### src/rtl/unidad_control.sv
// Microsequencer for the UnidadDatos datapath: accepts MOV/ADD/SUB/MULK commands and
// drives the datapath's bus read, register write and ALU select strobes cycle by cycle.
module unidad_control #(
    parameter int KW = 4
) (
    input  logic          clk,
    input  logic          rst_n,
    input  logic          start,
    input  logic [1:0]    op,
    input  logic [1:0]    src1,
    input  logic [1:0]    src2,
    input  logic [1:0]    dst,
    input  logic [KW-1:0] k,
    output logic          Ra,
    output logic          Rb,
    output logic          Rc,
    output logic          Rac,
    output logic          Wa,
    output logic          Wb,
    output logic          Wc,
    output logic          Wac,
    output logic          Wt,
    output logic          S,
    output logic          R,
    output logic          busy,
    output logic          done,
    output logic          err
);

    localparam logic [1:0] OP_MOV  = 2'b00;
    localparam logic [1:0] OP_ADD  = 2'b01;
    localparam logic [1:0] OP_SUB  = 2'b10;
    localparam logic [1:0] OP_MULK = 2'b11;
    localparam logic [1:0] REG_AC  = 2'b11;

    typedef enum logic [2:0] {
        IDLE, XFER, LOADT, EXEC, CLEAR, ACCUM, WB, DONE
    } state_t;

    state_t        state, n_state;
    logic [1:0]    op_q, src1_q, src2_q, dst_q;
    logic [1:0]    n_op, n_src1, n_src2, n_dst;
    logic [KW-1:0] k_q, n_k, cnt, n_cnt;
    logic          ph, n_ph;
    logic          ill_q, n_ill;

    // Register code to one-hot select: bit 0 = A, 1 = B, 2 = C, 3 = AC.
    function automatic logic [3:0] sel(input logic [1:0] code);
        return 4'b0001 << code;
    endfunction

    // Strobe pattern for a state, packed as {R, S, Wt, Wac, Wc, Wb, Wa, Rac, Rc, Rb, Ra}.
    function automatic logic [10:0] decode(input state_t s, input logic p, input logic [1:0] o,
                                           input logic [1:0] s1, input logic [1:0] s2,
                                           input logic [1:0] d);
        logic [3:0] rd;
        logic [4:0] wr;
        logic       sa;
        logic       su;
        rd = '0;
        wr = '0;
        sa = 1'b0;
        su = 1'b0;
        case (s)
            XFER: begin
                rd = sel(s1);
                wr = {1'b0, sel(d)};
            end
            LOADT: begin
                rd = sel(s1);
                wr = 5'b10000;
            end
            EXEC: begin
                rd = sel(s2);
                sa = (o == OP_ADD);
                su = (o == OP_SUB);
                wr = 5'b01000;
            end
            CLEAR: begin
                if (p) begin
                    rd = sel(s1);
                    su = 1'b1;
                    wr = 5'b01000;
                end
            end
            ACCUM: begin
                rd = 4'b1000;
                sa = 1'b1;
                wr = 5'b01000;
            end
            WB: begin
                rd = 4'b1000;
                wr = {1'b0, sel(d)};
            end
            default: ;
        endcase
        return {su, sa, wr, rd};
    endfunction

    always_comb begin
        n_state = state;
        n_op    = op_q;
        n_src1  = src1_q;
        n_src2  = src2_q;
        n_dst   = dst_q;
        n_k     = k_q;
        n_cnt   = cnt;
        n_ph    = 1'b0;
        n_ill   = ill_q;
        case (state)
            IDLE: begin
                if (start) begin
                    n_op   = op;
                    n_src1 = src1;
                    n_src2 = src2;
                    n_dst  = dst;
                    n_k    = k;
                    n_ill  = (op == OP_MOV) && (dst == REG_AC);
                    if (n_ill)
                        n_state = DONE;
                    else if (op == OP_MOV)
                        n_state = XFER;
                    else
                        n_state = LOADT;
                end
            end
            XFER:  n_state = DONE;
            LOADT: begin
                if (op_q == OP_MULK) begin
                    n_state = CLEAR;
                    n_cnt   = k_q;
                end else begin
                    n_state = EXEC;
                end
            end
            EXEC:  n_state = (dst_q == REG_AC) ? DONE : WB;
            // CLEAR spends a strobe-free setup cycle before the T-src1 clearing cycle.
            CLEAR: begin
                if (!ph)
                    n_ph = 1'b1;
                else if (cnt == '0)
                    n_state = (dst_q == REG_AC) ? DONE : WB;
                else
                    n_state = ACCUM;
            end
            ACCUM: begin
                n_cnt = cnt - KW'(1);
                if (cnt == KW'(1))
                    n_state = (dst_q == REG_AC) ? DONE : WB;
            end
            WB:    n_state = DONE;
            DONE: begin
                n_state = IDLE;
                n_ill   = 1'b0;
            end
            default: n_state = IDLE;
        endcase
    end

    always_ff @(posedge clk or negedge rst_n) begin
        if (!rst_n) begin
            state  <= IDLE;
            op_q   <= '0;
            src1_q <= '0;
            src2_q <= '0;
            dst_q  <= '0;
            k_q    <= '0;
            cnt    <= '0;
            ph     <= 1'b0;
            ill_q  <= 1'b0;
            {R, S, Wt, Wac, Wc, Wb, Wa, Rac, Rc, Rb, Ra} <= '0;
            busy   <= 1'b0;
            done   <= 1'b0;
            err    <= 1'b0;
        end else begin
            state  <= n_state;
            op_q   <= n_op;
            src1_q <= n_src1;
            src2_q <= n_src2;
            dst_q  <= n_dst;
            k_q    <= n_k;
            cnt    <= n_cnt;
            ph     <= n_ph;
            ill_q  <= n_ill;
            // Outputs are registered from the next state so they line up with it.
            {R, S, Wt, Wac, Wc, Wb, Wa, Rac, Rc, Rb, Ra} <=
                decode(n_state, n_ph, n_op, n_src1, n_src2, n_dst);
            busy   <= (n_state != IDLE);
            done   <= (n_state == DONE);
            err    <= (n_state == DONE) && n_ill;
        end
    end

endmodule

### config.mk
export PLATFORM = sky130hd
export DESIGN_NAME = unidad_control
export DESIGN_NICKNAME = d
export VERILOG_FILES = /design/src/rtl/unidad_control.sv
export SDC_FILE = /design/constraint.sdc
export NUM_CORES = 1
export LEC_CHECK = 0
export BUFFER_PORTS_ARGS = -buffer_cell sky130_fd_sc_hd__buf_2
export CAP_MARGIN = 10
export CORE_ASPECT_RATIO = 0.6
export CORE_UTILIZATION = 55
export CTS_CLUSTER_DIAMETER = 40
export CTS_CLUSTER_SIZE = 20
export DETAILED_ROUTE_END_ITERATION = 12
export GPL_TIMING_DRIVEN = 1
export PLACE_DENSITY = 0.8
export SYNTH_ARGS = -nofsm -noshare
export SYNTH_HDL_FRONTEND = slang
export SYNTH_SLANG_ARGS = --single-unit
### constraint.sdc
create_clock -name clk -period 2.1 [get_ports clk]
set_input_delay 0.21 -clock clk [delete_from_list [all_inputs] [get_ports clk]]
set_output_delay 0.21 -clock clk [all_outputs]
set_load 0.01 [all_outputs]
==> results of run 1 <==
state kept, by name, indices dropped and copies added (netlist names), 2 cells and up:
name,count
cnt,4
k_q,4
state,3
dst_q,2
op_q,2
src1_q,2
src2_q,2
report_power, final:
group / switching, mW / internal (mW)
combinational: 0.877 / 0.597
sequential: 0.197 / 0.963
clock: 0.242 / 0.347
cells in the final DEF (no fill, tap or decap), types with 2 or more instances in the layout:
| cell type | netlist | routed |
|---|---|---|
| sky130_fd_sc_hd__ha_1 | 3 | 3 |
| sky130_fd_sc_hd__mux2i_1 | 2 | 2 |
| sky130_fd_sc_hd__dfrtp_1 | 35 | 35 |
| sky130_fd_sc_hd__o31ai_1 | 2 | 2 |
| sky130_fd_sc_hd__mux2_4 | 3 | 3 |
| sky130_fd_sc_hd__nor3_2 | 4 | 4 |
| sky130_fd_sc_hd__buf_4 | 1 | 7 |
| sky130_fd_sc_hd__a21oi_1 | 4 | 4 |
| sky130_fd_sc_hd__nand2_1 | 29 | 29 |
| sky130_fd_sc_hd__o21ai_1 | 4 | 4 |
| sky130_fd_sc_hd__clkbuf_8 | 0 | 5 |
| sky130_fd_sc_hd__inv_2 | 2 | 2 |
| sky130_fd_sc_hd__a211oi_1 | 3 | 3 |
| sky130_fd_sc_hd__mux2_2 | 3 | 3 |
| sky130_fd_sc_hd__o32ai_1 | 2 | 2 |
| sky130_fd_sc_hd__nor3_1 | 2 | 2 |
| sky130_fd_sc_hd__nor2b_1 | 2 | 2 |
| sky130_fd_sc_hd__a311oi_1 | 2 | 2 |
| sky130_fd_sc_hd__nand3b_1 | 3 | 3 |
| sky130_fd_sc_hd__nand3_1 | 11 | 11 |
| sky130_fd_sc_hd__nor2_1 | 5 | 5 |
| sky130_fd_sc_hd__inv_4 | 2 | 2 |
| sky130_fd_sc_hd__inv_1 | 8 | 8 |
| sky130_fd_sc_hd__o21ai_0 | 3 | 3 |
| sky130_fd_sc_hd__and2_1 | 3 | 3 |
| sky130_fd_sc_hd__buf_2 | 0 | 28 |
cell type report:
cell class | count | area share (%)
Timing Repair Buffer | 37 | 10.8
Sequential cell | 35 | 42.2
Tap cell | 42 | 2.53
Clock buffer | 5 | 3.32
Multi-Input combinational cell | 109 | 36.7
Inverter | 13 | 2.60
Clock inverter | 2 | 1.81
per-stage QoR:
step                worst slack (ps)  area, um2  hold WS, ps
global placement                 191       1960          307
finish                           124       2070        -2.82
floorplan                        343       1730        -85.6
global route                    2.15       2070         65.5
detailed placement               133       1960          323
CTS                              112       2070         19.5
layer usage:
metal	track usage (%)	wire length, um	up-vias
met3	9.73	272	4
met4	7.17	29	0
met2	40.2	1780	46
met5	0	0	-
met1	36.3	1860	664
li1	-	-	649
kinds of logic (layout without fill, tap and decap cells):
| group | count (synthesis) | after routing | share of synthesized area [%] |
|---|---|---|---|
| compound gates | 30 | 30 | 13.1 |
| fa+ha+maj | 3 | 3 | 2.17 |
| buf+inv | 17 | 57 | 5.49 |
| flops | 35 | 35 | 50.6 |
| mux | 8 | 8 | 5.71 |
| simple gates | 68 | 68 | 23.0 |
timing repair:
item,in CTS,in global routing
endpoints found under the hold margin,0,0
resized for setup,0,1
setup buffers,0,0
setup endpoints to repair,0,3
hold buffers,0,0
worst max-delay path: stages, from the launching register on:
cell and delay (ps):
sky130_fd_sc_hd__dfrtp_1 420, sky130_fd_sc_hd__buf_6 160, sky130_fd_sc_hd__nor4b_4 370, sky130_fd_sc_hd__buf_12 190
sky130_fd_sc_hd__mux2_4 320, sky130_fd_sc_hd__nor2_1 120, sky130_fd_sc_hd__nand2_1 70, sky130_fd_sc_hd__o32ai_1 220
how the worst min path moves through the flow:
| stage | start | endpoint | cells past startpoint |
|---|---|---|---|
| after global routing | rst_n | ill_q | 1 |
| after floorplan | rst_n | R | 0 |
| after detailed placement | rst_n | err | 1 |
| after global placement | rst_n | err | 1 |
| after CTS | rst_n | err | 1 |
| final | rst_n | err | 1 |
==> impl_results.html, run 1 <==
<table>
<tr><th>Metric</th><th>Value</th></tr>
<tr><th colspan="2">Outcome</th></tr>
<tr><td>Result of the run</td><td>complete, but fails checks</td></tr>
<tr><td>Failing checks</td><td>negative hold slack</td></tr>
<tr><th colspan="2">Synth</th></tr>
<tr><td>Number of cells produced by synthesis</td><td>161</td></tr>
<tr><td>Seq/Total Area, Yosys</td><td>50.6%</td></tr>
<tr><td>Largest area contributor in the synthesized netlist</td><td>sky130_fd_sc_hd__dfrtp_1</td></tr>
<tr><td>Count of unique library cells instantiated by Yosys</td><td>45</td></tr>
<tr><td>Netlist area before placement</td><td>0.00173 mm2</td></tr>
<tr><td>Top post-synthesis cells by count</td><td>sky130_fd_sc_hd__dfrtp_1 (35), sky130_fd_sc_hd__nand2_1 (29), sky130_fd_sc_hd__nand3_1 (11), sky130_fd_sc_hd__inv_1 (8), sky130_fd_sc_hd__nor2_1 (5)</td></tr>
<tr><td>Number of enable-type register cells in the synthesized netlist</td><td>0</td></tr>
<tr><td>Syn Nets</td><td>179</td></tr>
<tr><td>Synth Warn #</td><td>0</td></tr>
<tr><td>Avg Cell Area, Syn</td><td>approximately 11 um2</td></tr>
<tr><td>Area share of the leading cell type in the synthesized netlist</td><td>50.6%</td></tr>
<tr><td>Top cells by area in the synthesized netlist</td><td>sky130_fd_sc_hd__dfrtp_1 (51%), sky130_fd_sc_hd__nand2_1 (6.3%), sky130_fd_sc_hd__nand3_1 (3.2%), sky130_fd_sc_hd__mux2_4 (2.6%), sky130_fd_sc_hd__nor3_2 (2.3%)</td></tr>
<tr><td>Leading cell type by number of instances after synthesis</td><td>sky130_fd_sc_hd__dfrtp_1</td></tr>
<tr><td>Share of synthesized flip-flops with an asynchronous set or reset</td><td>100%</td></tr>
<tr><td>#FFs+latches synth</td><td>35</td></tr>
<tr><td>Commonest register cell after synthesis</td><td>sky130_fd_sc_hd__dfrtp_1</td></tr>
<tr><th colspan="2">Timing</th></tr>
<tr><td>Final-report hold violation count</td><td>3</td></tr>
<tr><td>Total Neg Setup Slack</td><td>0 ps</td></tr>
<tr><td>Final setup violating endpoints</td><td>0</td></tr>
<tr><td>Top achievable clock speed</td><td>between 500 and 600 MHz</td></tr>
<tr><td>Post-route fraction of the period consumed by the critical path</td><td>94.1%</td></tr>
<tr><td>Worst max-slew margin expressed relative to the limit</td><td>roughly 50%</td></tr>
<tr><td>Smallest hold slack</td><td>-2.82 ps</td></tr>
<tr><td>Min cycle time layout</td><td>1980 ps</td></tr>
<tr><td>Tightest Pin Transition</td><td>about 760 ps</td></tr>
<tr><td>Number of max-slew violations in the final report</td><td>0</td></tr>
<tr><td>Setup repair after global routing missed its margin</td><td>no</td></tr>
<tr><td>Worst clock skew</td><td>4.72 ps</td></tr>
<tr><th colspan="2">Clock tree</th></tr>
<tr><td>Sinks on Clock Net</td><td>35</td></tr>
<tr><td>Clk_lat worst skew</td><td>280 ps</td></tr>
<tr><td>Maximum level of the CTS H-tree</td><td>2</td></tr>
<tr><td>Total CTS buffers</td><td>5</td></tr>
<tr><td>Clock transition at path regs</td><td>around 70 ps</td></tr>
<tr><td>Clock tree buffer depth</td><td>2</td></tr>
<tr><td>TritonCTS clock tree</td><td>built</td></tr>
<tr><td>Root Driver</td><td>sky130_fd_sc_hd__clkbuf_8</td></tr>
<tr><th colspan="2">Global route</th></tr>
<tr><td>Maximum number of pins on one net before global-route repair</td><td>36</td></tr>
<tr><td>Global-route wire length before repair</td><td>6.30 mm</td></tr>
<tr><td>Global route total overflow</td><td>0</td></tr>
<tr><td>Total Routing Usage GR</td><td>26.5%</td></tr>
<tr><td>Number of global-route vias before repair</td><td>1332</td></tr>
<tr><td>Antenna violations before repair</td><td>0</td></tr>
<tr><th colspan="2">Finish</th></tr>
<tr><td>Number of antenna repair diodes</td><td>0</td></tr>
<tr><td>Layout-stage area growth over the synthesis result</td><td>19.7%</td></tr>
<tr><td>Share of layout cells above drive strength 1</td><td>between 30% and 40%</td></tr>
<tr><td>Storage cell area</td><td>876 um2</td></tr>
<tr><td>Multi-input gate area in the final layout</td><td>761 um2</td></tr>
<tr><td>Final non-filler cell total</td><td>243</td></tr>
<tr><td>Final core utilization</td><td>70.8%</td></tr>
<tr><td>Count of fill cells added during filler insertion</td><td>224</td></tr>
<tr><td>Nets@finish</td><td>219</td></tr>
<tr><th colspan="2">Floorplanning</th></tr>
<tr><td>Initial standard-cell utilization of the core</td><td>59.1%</td></tr>
<tr><td>Area of the placeable core</td><td>0.00293 mm2</td></tr>
<tr><td>Vertical die dimension</td><td>45.5 um</td></tr>
<tr><td>Core Rows</td><td>15</td></tr>
<tr><td>Floorplan die width</td><td>74.4 um</td></tr>
<tr><td>Number of top-level pins</td><td>29</td></tr>
<tr><td>Full die area</td><td>0.00338 mm2</td></tr>
<tr><th colspan="2">Routing</th></tr>
<tr><td>1st-iter DRT viols</td><td>57</td></tr>
<tr><td>DR DRC count</td><td>0</td></tr>
<tr><td>Via-to-Cell Ratio</td><td>5.61</td></tr>
<tr><td>Routed wire length per instance</td><td>16.2 um</td></tr>
<tr><td>Vias</td><td>1363</td></tr>
<tr><td>WL final</td><td>3.95 mm</td></tr>
<tr><td>Drt first pass iters</td><td>4</td></tr>
<tr><td>Count of nets left with antenna violations after detail routing</td><td>0</td></tr>
<tr><th colspan="2">Worst setup path</th></tr>
<tr><td>Worst EP arrival</td><td>~2200 ps</td></tr>
<tr><td>Critical path peak fanout</td><td>9</td></tr>
<tr><td>Depth of the most critical reg-to-reg path</td><td>7</td></tr>
<tr><td>RR Startpoint</td><td>state[2]</td></tr>
<tr><td>Worst setup startpoint</td><td>state[2]</td></tr>
<tr><td>Endpoint of the worst-slack reg-to-reg timing path</td><td>Ra</td></tr>
<tr><td>Setup Crit Path Kind</td><td>reg -&gt; reg</td></tr>
<tr><td>Worst Setup End Kind</td><td>flop</td></tr>
<tr><td>Capture point of the worst path</td><td>Ra</td></tr>
<tr><td>Startpoint Class</td><td>flop</td></tr>
<tr><td>Data required time at the worst endpoint</td><td>2290 ps</td></tr>
<tr><td>R2R setup slack</td><td>between 100 and 150 ps</td></tr>
<tr><th colspan="2">Placed design</th></tr>
<tr><td>Port buffer count</td><td>28</td></tr>
<tr><td>DP Cell Count</td><td>236</td></tr>
<tr><td>RePlAce Congestion</td><td>slightly below 0.9</td></tr>
<tr><td>Post-DP HPWL</td><td>2.94 mm</td></tr>
<tr><th colspan="2">Job</th></tr>
<tr><td>Number of max-capacitance violations reported</td><td>0</td></tr>
<tr><th colspan="2">Hold path</th></tr>
<tr><td>HP Class</td><td>in -&gt; async</td></tr>
<tr><th colspan="2">Power and ir drop</th></tr>
<tr><td>Largest vdd supply drop</td><td>0.788 mV</td></tr>
<tr><td>Power density over the cells</td><td>1550 mW/mm2</td></tr>
<tr><td>Leakage component of the power</td><td>0.977 nW</td></tr>
<tr><td>Final Total Pwr</td><td>3.22 mW</td></tr>
</table>
No activity file was read; power rests on OpenSTA's default activity.
==> run 2, diff against run 1 <==
ABC_AREA = 1   (was not set)
==> run 2 against run 1 <==
  * Clock power up 7.3%
  * Count of clock-buffer cells in the layout grew 1
  * Core utilization shrank 0.71 points
  * Final area down 0.36%
  * The flow still finishes with violations (negative hold slack)
  * Setup slack improved by 150 ps
  * Non-clock buffer count down 8
  * Sequential share of layout area rose by 0.15 points
  * Total power up 4.2%
  * Clock skew up 8.0 ps
  * Synthesized cell count rose by 24%
==> impl_results.html, run 2 <==
<table>
<tr><th>Metric</th><th>Value</th></tr>
<tr><th colspan="2">Outcome</th></tr>
<tr><td>Failing checks</td><td>negative hold slack</td></tr>
<tr><td>Result of the run</td><td>complete, but fails checks</td></tr>
<tr><th colspan="2">Finish</th></tr>
<tr><td>Leading cell type in the layout, fill and taps excluded</td><td>sky130_fd_sc_hd__nand2_1</td></tr>
<tr><td>Nets@finish</td><td>approximately 250</td></tr>
<tr><td>Share of layout cells above drive strength 1</td><td>29.7%</td></tr>
<tr><td>Number of antenna repair diodes</td><td>0</td></tr>
<tr><td>Count of fill cells added during filler insertion</td><td>253</td></tr>
<tr><td>Final non-filler cell total</td><td>278</td></tr>
<tr><td>Top Registers</td><td>cnt (4), k_q (4), state (3)</td></tr>
<tr><td>Layout-stage area growth over the synthesis result</td><td>17.8%</td></tr>
<tr><td>Post-route cell area</td><td>slightly above 0.002 mm2</td></tr>
<tr><td>Leading cell types in the layout, fill and taps excluded</td><td>sky130_fd_sc_hd__nand2_1 (38), sky130_fd_sc_hd__dfrtp_1 (35), sky130_fd_sc_hd__inv_1 (30)</td></tr>
<tr><th colspan="2">Synth</th></tr>
<tr><td>Avg Cell Area, Syn</td><td>8.76 um2</td></tr>
<tr><td>Area share of the leading cell type in the synthesized netlist</td><td>50.0%</td></tr>
<tr><td>Share of synthesized flip-flops with an asynchronous set or reset</td><td>100%</td></tr>
<tr><td>Number of enable-type register cells in the synthesized netlist</td><td>0</td></tr>
<tr><td>Leading cell type by number of instances after synthesis</td><td>sky130_fd_sc_hd__nand2_1</td></tr>
<tr><td>Count of unique library cells instantiated by Yosys</td><td>28</td></tr>
<tr><td>Commonest register cell after synthesis</td><td>sky130_fd_sc_hd__dfrtp_1</td></tr>
<tr><td>Number of cells produced by synthesis</td><td>200</td></tr>
<tr><td>Syn Nets</td><td>218</td></tr>
<tr><td>Top post-synthesis cells by count</td><td>sky130_fd_sc_hd__nand2_1 (38), sky130_fd_sc_hd__dfrtp_1 (35), sky130_fd_sc_hd__inv_1 (30), sky130_fd_sc_hd__nand3_1 (16), sky130_fd_sc_hd__nor2_1 (14)</td></tr>
<tr><td>Synth Warn #</td><td>0</td></tr>
<tr><td>Top cells by area in the synthesized netlist</td><td>sky130_fd_sc_hd__dfrtp_1 (50%), sky130_fd_sc_hd__nand2_1 (8.1%), sky130_fd_sc_hd__inv_1 (6.4%), sky130_fd_sc_hd__nand3_1 (4.6%), sky130_fd_sc_hd__nand3_2 (4.6%)</td></tr>
<tr><td>Netlist area before placement</td><td>0.00175 mm2</td></tr>
<tr><td>Seq/Total Area, Yosys</td><td>50.0%</td></tr>
<tr><td>Largest area contributor in the synthesized netlist</td><td>sky130_fd_sc_hd__dfrtp_1</td></tr>
<tr><td>#FFs+latches synth</td><td>35</td></tr>
<tr><th colspan="2">Placed design</th></tr>
<tr><td>DP Cell Count</td><td>270</td></tr>
<tr><td>Post-DP HPWL</td><td>2.69 mm</td></tr>
<tr><td>Port buffer count</td><td>28</td></tr>
<tr><td>Worst setup timing slack at the placement stage</td><td>around 320 ps</td></tr>
<tr><td>RePlAce Congestion</td><td>0.846</td></tr>
<tr><td>Dpl cell area</td><td>0.00195 mm2</td></tr>
<tr><th colspan="2">Global route</th></tr>
<tr><td>Antenna violations before repair</td><td>0</td></tr>
<tr><td>Global route total overflow</td><td>0</td></tr>
<tr><td>Total Routing Usage GR</td><td>between 20% and 30%</td></tr>
<tr><td>Number of global-route vias before repair</td><td>1323</td></tr>
<tr><td>Maximum number of pins on one net before global-route repair</td><td>36</td></tr>
<tr><td>Global-route wire length before repair</td><td>6.09 mm</td></tr>
<tr><th colspan="2">Routing</th></tr>
<tr><td>Via-to-Cell Ratio</td><td>5.15</td></tr>
<tr><td>Count of nets left with antenna violations after detail routing</td><td>0</td></tr>
<tr><td>Vias</td><td>1431</td></tr>
<tr><td>DR DRC count</td><td>0</td></tr>
<tr><td>WL final</td><td>3.59 mm</td></tr>
<tr><td>Drt first pass iters</td><td>4</td></tr>
<tr><td>Routed wire length per instance</td><td>12.9 um</td></tr>
<tr><td>1st-iter DRT viols</td><td>77</td></tr>
<tr><th colspan="2">Worst setup path</th></tr>
<tr><td>Cell occurring most often along the worst timing path</td><td>sky130_fd_sc_hd__nand2_1</td></tr>
<tr><td>Worst path top cell family by delay</td><td>simple AND/OR/NAND/NOR gates</td></tr>
<tr><td>Setup Crit Path Kind</td><td>reg -&gt; reg</td></tr>
<tr><td>Startpoint Class</td><td>flop</td></tr>
<tr><td>Worst path buffer plus inverter count</td><td>1</td></tr>
<tr><td>Maximum cell stage delay along the critical path</td><td>380 ps</td></tr>
<tr><td>Worst EP arrival</td><td>2000 ps</td></tr>
<tr><td>Ordered cell list for the critical path</td><td>inv_1 -&gt; ha_1 -&gt; nor3b_1 -&gt; nand2_1 -&gt; nand2_1 -&gt; nand4_2 -&gt; nand3_1 -&gt; nand2_1 -&gt; nor2_1 -&gt; nand2_1</td></tr>
<tr><td>Critical Path Slowest Stage Cell</td><td>sky130_fd_sc_hd__dfrtp_1</td></tr>
<tr><td>Worst Setup End Kind</td><td>flop</td></tr>
<tr><td>Critical path peak fanout</td><td>5</td></tr>
<tr><td>R2R setup slack</td><td>270 ps</td></tr>
<tr><td>Data required time at the worst endpoint</td><td>2280 ps</td></tr>
<tr><th colspan="2">Clock tree</th></tr>
<tr><td>Root Driver</td><td>sky130_fd_sc_hd__clkbuf_8</td></tr>
<tr><td>Clock tree buffer depth</td><td>2</td></tr>
<tr><td>TritonCTS clock tree</td><td>built</td></tr>
<tr><td>Total CTS buffers</td><td>5</td></tr>
<tr><td>Sinks on Clock Net</td><td>35</td></tr>
<tr><td>Post-CTS sizing</td><td>0</td></tr>
<tr><td>Clock transition at path regs</td><td>80 ps</td></tr>
<tr><td>Number of buffers added for setup after CTS</td><td>0</td></tr>
<tr><td>Clk_lat worst skew</td><td>290 ps</td></tr>
<tr><td>Maximum level of the CTS H-tree</td><td>2</td></tr>
<tr><td>Post-cts hold buffer count</td><td>0</td></tr>
<tr><th colspan="2">Timing</th></tr>
<tr><td>Final critical-path setup slack</td><td>272 ps</td></tr>
<tr><td>Number of max-slew violations in the final report</td><td>0</td></tr>
<tr><td>Tightest Pin Transition</td><td>741 ps</td></tr>
<tr><td>Worst clock skew</td><td>12.7 ps</td></tr>
<tr><td>Final setup violating endpoints</td><td>0</td></tr>
<tr><td>Top achievable clock speed</td><td>about 550 MHz</td></tr>
<tr><td>Setup repair after global routing missed its margin</td><td>no</td></tr>
<tr><td>Total Neg Setup Slack</td><td>0 ps</td></tr>
<tr><td>Min cycle time layout</td><td>between 1500 and 2000 ps</td></tr>
<tr><td>Worst max-slew margin expressed relative to the limit</td><td>50.6%</td></tr>
<tr><td>Post-route fraction of the period consumed by the critical path</td><td>87.0%</td></tr>
<tr><td>Final-report hold violation count</td><td>35</td></tr>
<tr><td>Smallest hold slack</td><td>-22.5 ps</td></tr>
<tr><th colspan="2">Floorplanning</th></tr>
<tr><td>Core Rows</td><td>15</td></tr>
<tr><td>Number of top-level pins</td><td>29</td></tr>
<tr><td>Initial standard-cell utilization of the core</td><td>59.5%</td></tr>
<tr><td>Floorplan die width</td><td>74.9 um</td></tr>
<tr><td>Vertical die dimension</td><td>about 46 um</td></tr>
<tr><td>Area of the placeable core</td><td>0.00295 mm2</td></tr>
<tr><td>Full die area</td><td>about 0.0034 mm2</td></tr>
<tr><th colspan="2">Power and ir drop</th></tr>
<tr><td>Leakage component of the power</td><td>1.12 nW</td></tr>
<tr><td>Largest vdd supply drop</td><td>between 0.7 and 0.8 mV</td></tr>
<tr><td>Final Total Pwr</td><td>3.36 mW</td></tr>
<tr><td>Power density over the cells</td><td>1630 mW/mm2</td></tr>
<tr><th colspan="2">Job</th></tr>
<tr><td>Number of max-capacitance violations reported</td><td>0</td></tr>
<tr><th colspan="2">Hold path</th></tr>
<tr><td>HP Class</td><td>in -&gt; async</td></tr>
</table>
run 2: cell types whose count changed in the layout (fill, tap and decap cells not counted), sizes merged, moves of 6 or more:
cell   before  now
inv        12   35
nor2        5   22
nand3      11   24
nand2      30   42
o21ai       7   18
buf        37   29
mux2        6    0
nor3        7    1
or2         0    6
run 2: through the flow:
step	hold slack, ps	utilization (%)
2_1_floorplan	-85.6	-
3_3_place_gp	323	66.1
3_5_place_dp	319	66.1
4_1_cts	5.33	70.1
5_1_grt	51.9	70.1
6_report	-22.5	70.1
run 2: path summary, 6_finish.rpt:
| kind | from | to | cells after the start |
|---|---|---|---|
| max in group asynchronous | rst_n | Wac | 1 |
| worst min register to register | ph | ph | 1 |
| min in group clk | k[1] | k_q[1] | 3 |
| worst min-delay path | rst_n | state[0] | 1 |
| worst max-delay path | cnt[0] | Rac | 10 |
| worst max register to register | cnt[0] | Rac | 10 |
run 2: layout make-up:
type                    instances  area [um2]  area share, %
flip-flops and latches         35         876           42.4
multi-input cells             128         737           35.7
repair buffers                 29         148           7.15
inverters                      36         135           6.54
clock buffers                   6        82.6           4.00
well taps                      42        52.6           2.54
clock inverters                 2        35.0           1.70
run 2: worst register-to-register path, stage by stage, from the launching register on:
cell	delay [ps]
sky130_fd_sc_hd__dfrtp_1	380
sky130_fd_sc_hd__inv_1	130
sky130_fd_sc_hd__ha_1	160
sky130_fd_sc_hd__nor3b_1	270
sky130_fd_sc_hd__nand2_1	80
sky130_fd_sc_hd__nand2_1	110
sky130_fd_sc_hd__nand4_2	170
sky130_fd_sc_hd__nand3_1	170
sky130_fd_sc_hd__nand2_1	80
sky130_fd_sc_hd__nor2_1	90
sky130_fd_sc_hd__nand2_1	60
run 2: kinds of logic (layout without fill, tap and decap cells):
logic type                 Yosys count  after routing  share of synthesized area [%]
and+or+nand+nor                    100            100                           30.8
buffers and inverters               37             73                           7.99
AOI/OAI and AO/OA                   24             24                           8.57
adders and majority gates            3              3                           2.14
xor gates and xnor gates             1              1                          0.500
DFF                                 35             35                           50.0
run 2: power breakdown:
part	switching, mW	internal (mW)	total [mW]	leakage, nW
logic	1.05	0.560	1.61	0.625
clock network	0.248	0.384	0.632	0.0612
registers	0.150	0.963	1.11	0.431
run 2: routing by layer:
metal / vias up / wire length, um / GRT usage, %
met5: - / 0 / 0
met4: 0 / 47 / 10.2
met3: 5 / 321 / 8.63
met2: 57 / 1440 / 33.3
met1: 662 / 1780 / 37.9
li1: 707 / - / -
==> run 3, diff against run 2 <==
CORE_UTILIZATION = 58   (was 55)
CTS_BUF_LIST = sky130_fd_sc_hd__clkbuf_2   (was not set)
PLACE_DENSITY = 0.84   (was 0.8)
==> run 3 against run 2 <==
  * The run now ends clean
  * Die area fell by 5.0%
  * Critical path depth unchanged
  * Via count decreased by 3.8%
  * Cell count unchanged
  * Routed wire length is 3.9% lower
  * Largest power group unchanged
==> impl_results.html, run 3 (synthesis gave the netlist of run 2 again) <==
<table>
<tr><th>Metric</th><th>Value</th></tr>
<tr><th colspan="2">Placed design</th></tr>
<tr><td>RePlAce Congestion</td><td>0.847</td></tr>
<tr><td>DP Cell Count</td><td>270</td></tr>
<tr><td>Port buffer count</td><td>28</td></tr>
<tr><td>Dpl cell area</td><td>0.00195 mm2</td></tr>
<tr><td>Post-DP HPWL</td><td>about 2.6 mm</td></tr>
<tr><td>Worst setup timing slack at the placement stage</td><td>352 ps</td></tr>
<tr><th colspan="2">Timing</th></tr>
<tr><td>Total Neg Setup Slack</td><td>0 ps</td></tr>
<tr><td>Worst clock skew</td><td>25.2 ps</td></tr>
<tr><td>Worst max-slew margin expressed relative to the limit</td><td>between 50% and 60%</td></tr>
<tr><td>Final critical-path setup slack</td><td>just under 300 ps</td></tr>
<tr><td>Number of max-slew violations in the final report</td><td>0</td></tr>
<tr><td>Final setup violating endpoints</td><td>0</td></tr>
<tr><td>Tightest Pin Transition</td><td>740 ps</td></tr>
<tr><td>Smallest hold slack</td><td>25.8 ps</td></tr>
<tr><td>Setup repair after global routing missed its margin</td><td>no</td></tr>
<tr><td>Post-route fraction of the period consumed by the critical path</td><td>85.9%</td></tr>
<tr><td>Min cycle time layout</td><td>1800 ps</td></tr>
<tr><td>Top achievable clock speed</td><td>between 500 and 600 MHz</td></tr>
<tr><td>Final-report hold violation count</td><td>0</td></tr>
<tr><th colspan="2">Power and ir drop</th></tr>
<tr><td>Power density over the cells</td><td>1500 mW/mm2</td></tr>
<tr><td>Largest vdd supply drop</td><td>0.707 mV</td></tr>
<tr><td>Final Total Pwr</td><td>2.99 mW</td></tr>
<tr><td>Leakage component of the power</td><td>1.09 nW</td></tr>
<tr><th colspan="2">Clock tree</th></tr>
<tr><td>Root Driver</td><td>sky130_fd_sc_hd__clkbuf_2</td></tr>
<tr><td>Clock transition at path regs</td><td>170 ps</td></tr>
<tr><td>Total CTS buffers</td><td>5</td></tr>
<tr><td>Clock tree buffer depth</td><td>2</td></tr>
<tr><td>Sinks on Clock Net</td><td>35</td></tr>
<tr><td>TritonCTS clock tree</td><td>built</td></tr>
<tr><td>Maximum level of the CTS H-tree</td><td>2</td></tr>
<tr><td>Clk_lat worst skew</td><td>370 ps</td></tr>
<tr><th colspan="2">Global route</th></tr>
<tr><td>Number of global-route vias before repair</td><td>1197</td></tr>
<tr><td>Global-route wire length before repair</td><td>5.64 mm</td></tr>
<tr><td>Total Routing Usage GR</td><td>24.5%</td></tr>
<tr><td>Global route total overflow</td><td>0</td></tr>
<tr><td>Antenna violations before repair</td><td>0</td></tr>
<tr><td>Maximum number of pins on one net before global-route repair</td><td>36</td></tr>
<tr><th colspan="2">Routing</th></tr>
<tr><td>Vias</td><td>1377</td></tr>
<tr><td>1st-iter DRT viols</td><td>126</td></tr>
<tr><td>Count of nets left with antenna violations after detail routing</td><td>0</td></tr>
<tr><td>DR DRC count</td><td>0</td></tr>
<tr><td>Routed wire length per instance</td><td>~12 um</td></tr>
<tr><td>Drt first pass iters</td><td>4</td></tr>
<tr><td>WL final</td><td>3.45 mm</td></tr>
<tr><td>Via-to-Cell Ratio</td><td>4.95</td></tr>
<tr><th colspan="2">Floorplanning</th></tr>
<tr><td>Full die area</td><td>0.00325 mm2</td></tr>
<tr><td>Number of top-level pins</td><td>29</td></tr>
<tr><td>Area of the placeable core</td><td>0.00287 mm2</td></tr>
<tr><td>Vertical die dimension</td><td>around 45 um</td></tr>
<tr><td>Floorplan die width</td><td>73.0 um</td></tr>
<tr><td>Initial standard-cell utilization of the core</td><td>61.0%</td></tr>
<tr><td>Core Rows</td><td>15</td></tr>
<tr><th colspan="2">Finish</th></tr>
<tr><td>Post-route cell area</td><td>0.00199 mm2</td></tr>
<tr><td>Storage cell area</td><td>876 um2</td></tr>
<tr><td>Count of fill cells added during filler insertion</td><td>226</td></tr>
<tr><td>Top Registers</td><td>cnt (4), k_q (4), state (3)</td></tr>
<tr><td>Number of antenna repair diodes</td><td>0</td></tr>
<tr><td>Leading cell type in the layout, fill and taps excluded</td><td>sky130_fd_sc_hd__nand2_1</td></tr>
<tr><td>Multi-input gate area in the final layout</td><td>between 700 and 800 um2</td></tr>
<tr><td>Final core utilization</td><td>69.4%</td></tr>
<tr><td>Nets@finish</td><td>254</td></tr>
<tr><td>Layout-stage area growth over the synthesis result</td><td>13.6%</td></tr>
<tr><td>Final non-filler cell total</td><td>between 200 and 300</td></tr>
<tr><td>Share of layout cells above drive strength 1</td><td>28.8%</td></tr>
<tr><td>Leading cell types in the layout, fill and taps excluded</td><td>sky130_fd_sc_hd__nand2_1 (38), sky130_fd_sc_hd__dfrtp_1 (35), sky130_fd_sc_hd__inv_1 (30)</td></tr>
<tr><th colspan="2">Worst setup path</th></tr>
<tr><td>Startpoint Class</td><td>flop</td></tr>
<tr><td>Setup Crit Path Kind</td><td>reg -&gt; reg</td></tr>
<tr><td>Data required time at the worst endpoint</td><td>2400 ps</td></tr>
<tr><td>Worst EP arrival</td><td>approximately 2100 ps</td></tr>
<tr><td>Critical path peak fanout</td><td>5</td></tr>
<tr><td>Worst Setup End Kind</td><td>flop</td></tr>
<tr><th colspan="2">Outcome</th></tr>
<tr><td>Result of the run</td><td>finished, final reports clean</td></tr>
<tr><th colspan="2">Job</th></tr>
<tr><td>Number of max-capacitance violations reported</td><td>0</td></tr>
<tr><th colspan="2">Hold path</th></tr>
<tr><td>HP Class</td><td>in -&gt; reg</td></tr>
</table>
==> run 3: repair_timing <==
| item | CTS | global route |
|---|---|---|
| setup buffers | 0 | 0 |
| hold buffers | 1 | 0 |
| gates resized for setup | 0 | 0 |
| setup endpoints to repair | 0 | 0 |
| hold endpoints to repair | 35 | 0 |
==> run 3: layer usage <==
metal | share of wire, % | vias to the layer above | track usage, %
met4 | 0.93 | 0 | 7.06
met5 | 0 | - | 0
met3 | 6.4 | 5 | 7.97
met1 | 55 | 625 | 39.2
li1 | - | 709 | -
met2 | 38 | 38 | 30.5
==> run 3: critical path, cell delays in order, from the launching register on <==
cell                      delay [ps]
sky130_fd_sc_hd__dfrtp_1         420
sky130_fd_sc_hd__inv_1           140
sky130_fd_sc_hd__ha_1            160
sky130_fd_sc_hd__nor3b_1         230
sky130_fd_sc_hd__nand2_1          90
sky130_fd_sc_hd__nand2_1         110
sky130_fd_sc_hd__nand3_2         100
sky130_fd_sc_hd__nor2_4          130
sky130_fd_sc_hd__nand3_2         100
sky130_fd_sc_hd__and2_4          170
sky130_fd_sc_hd__nor2_2           70
==> run 3: final timing paths <==
kind / start / to / slack (ps) / depth (start not counted)
worst max-delay path: cnt[0] / Wc / 300 / 10
worst min-delay path: k[0] / k_q[0] / 30 / 3
worst max register to register: cnt[0] / Wc / 300 / 10
max in group asynchronous: rst_n / dst_q[0] / 1200 / 2
min in group asynchronous: rst_n / state[1] / 410 / 2
worst min register to register: ph / ph / 470 / 1
==> run 3: where the power goes <==
part / switching, mW / total (mW) / internal, mW
Clock: 0.211 / 0.282 / 0.0704
Combinational: 1.04 / 1.60 / 0.561
Sequential: 0.154 / 1.11 / 0.958
Total: 1.40 / 2.99 / 1.59
==> run 3: final cells by class <==
type | count | share of cell area, %
Multi-Input combinational cell | 128 | 37.0
Sequential cell | 35 | 44.0
Tap cell | 42 | 2.64
Inverter | 36 | 6.78
Timing Repair Buffer | 30 | 7.91
Clock inverter | 2 | 0.440
Clock buffer | 5 | 1.26
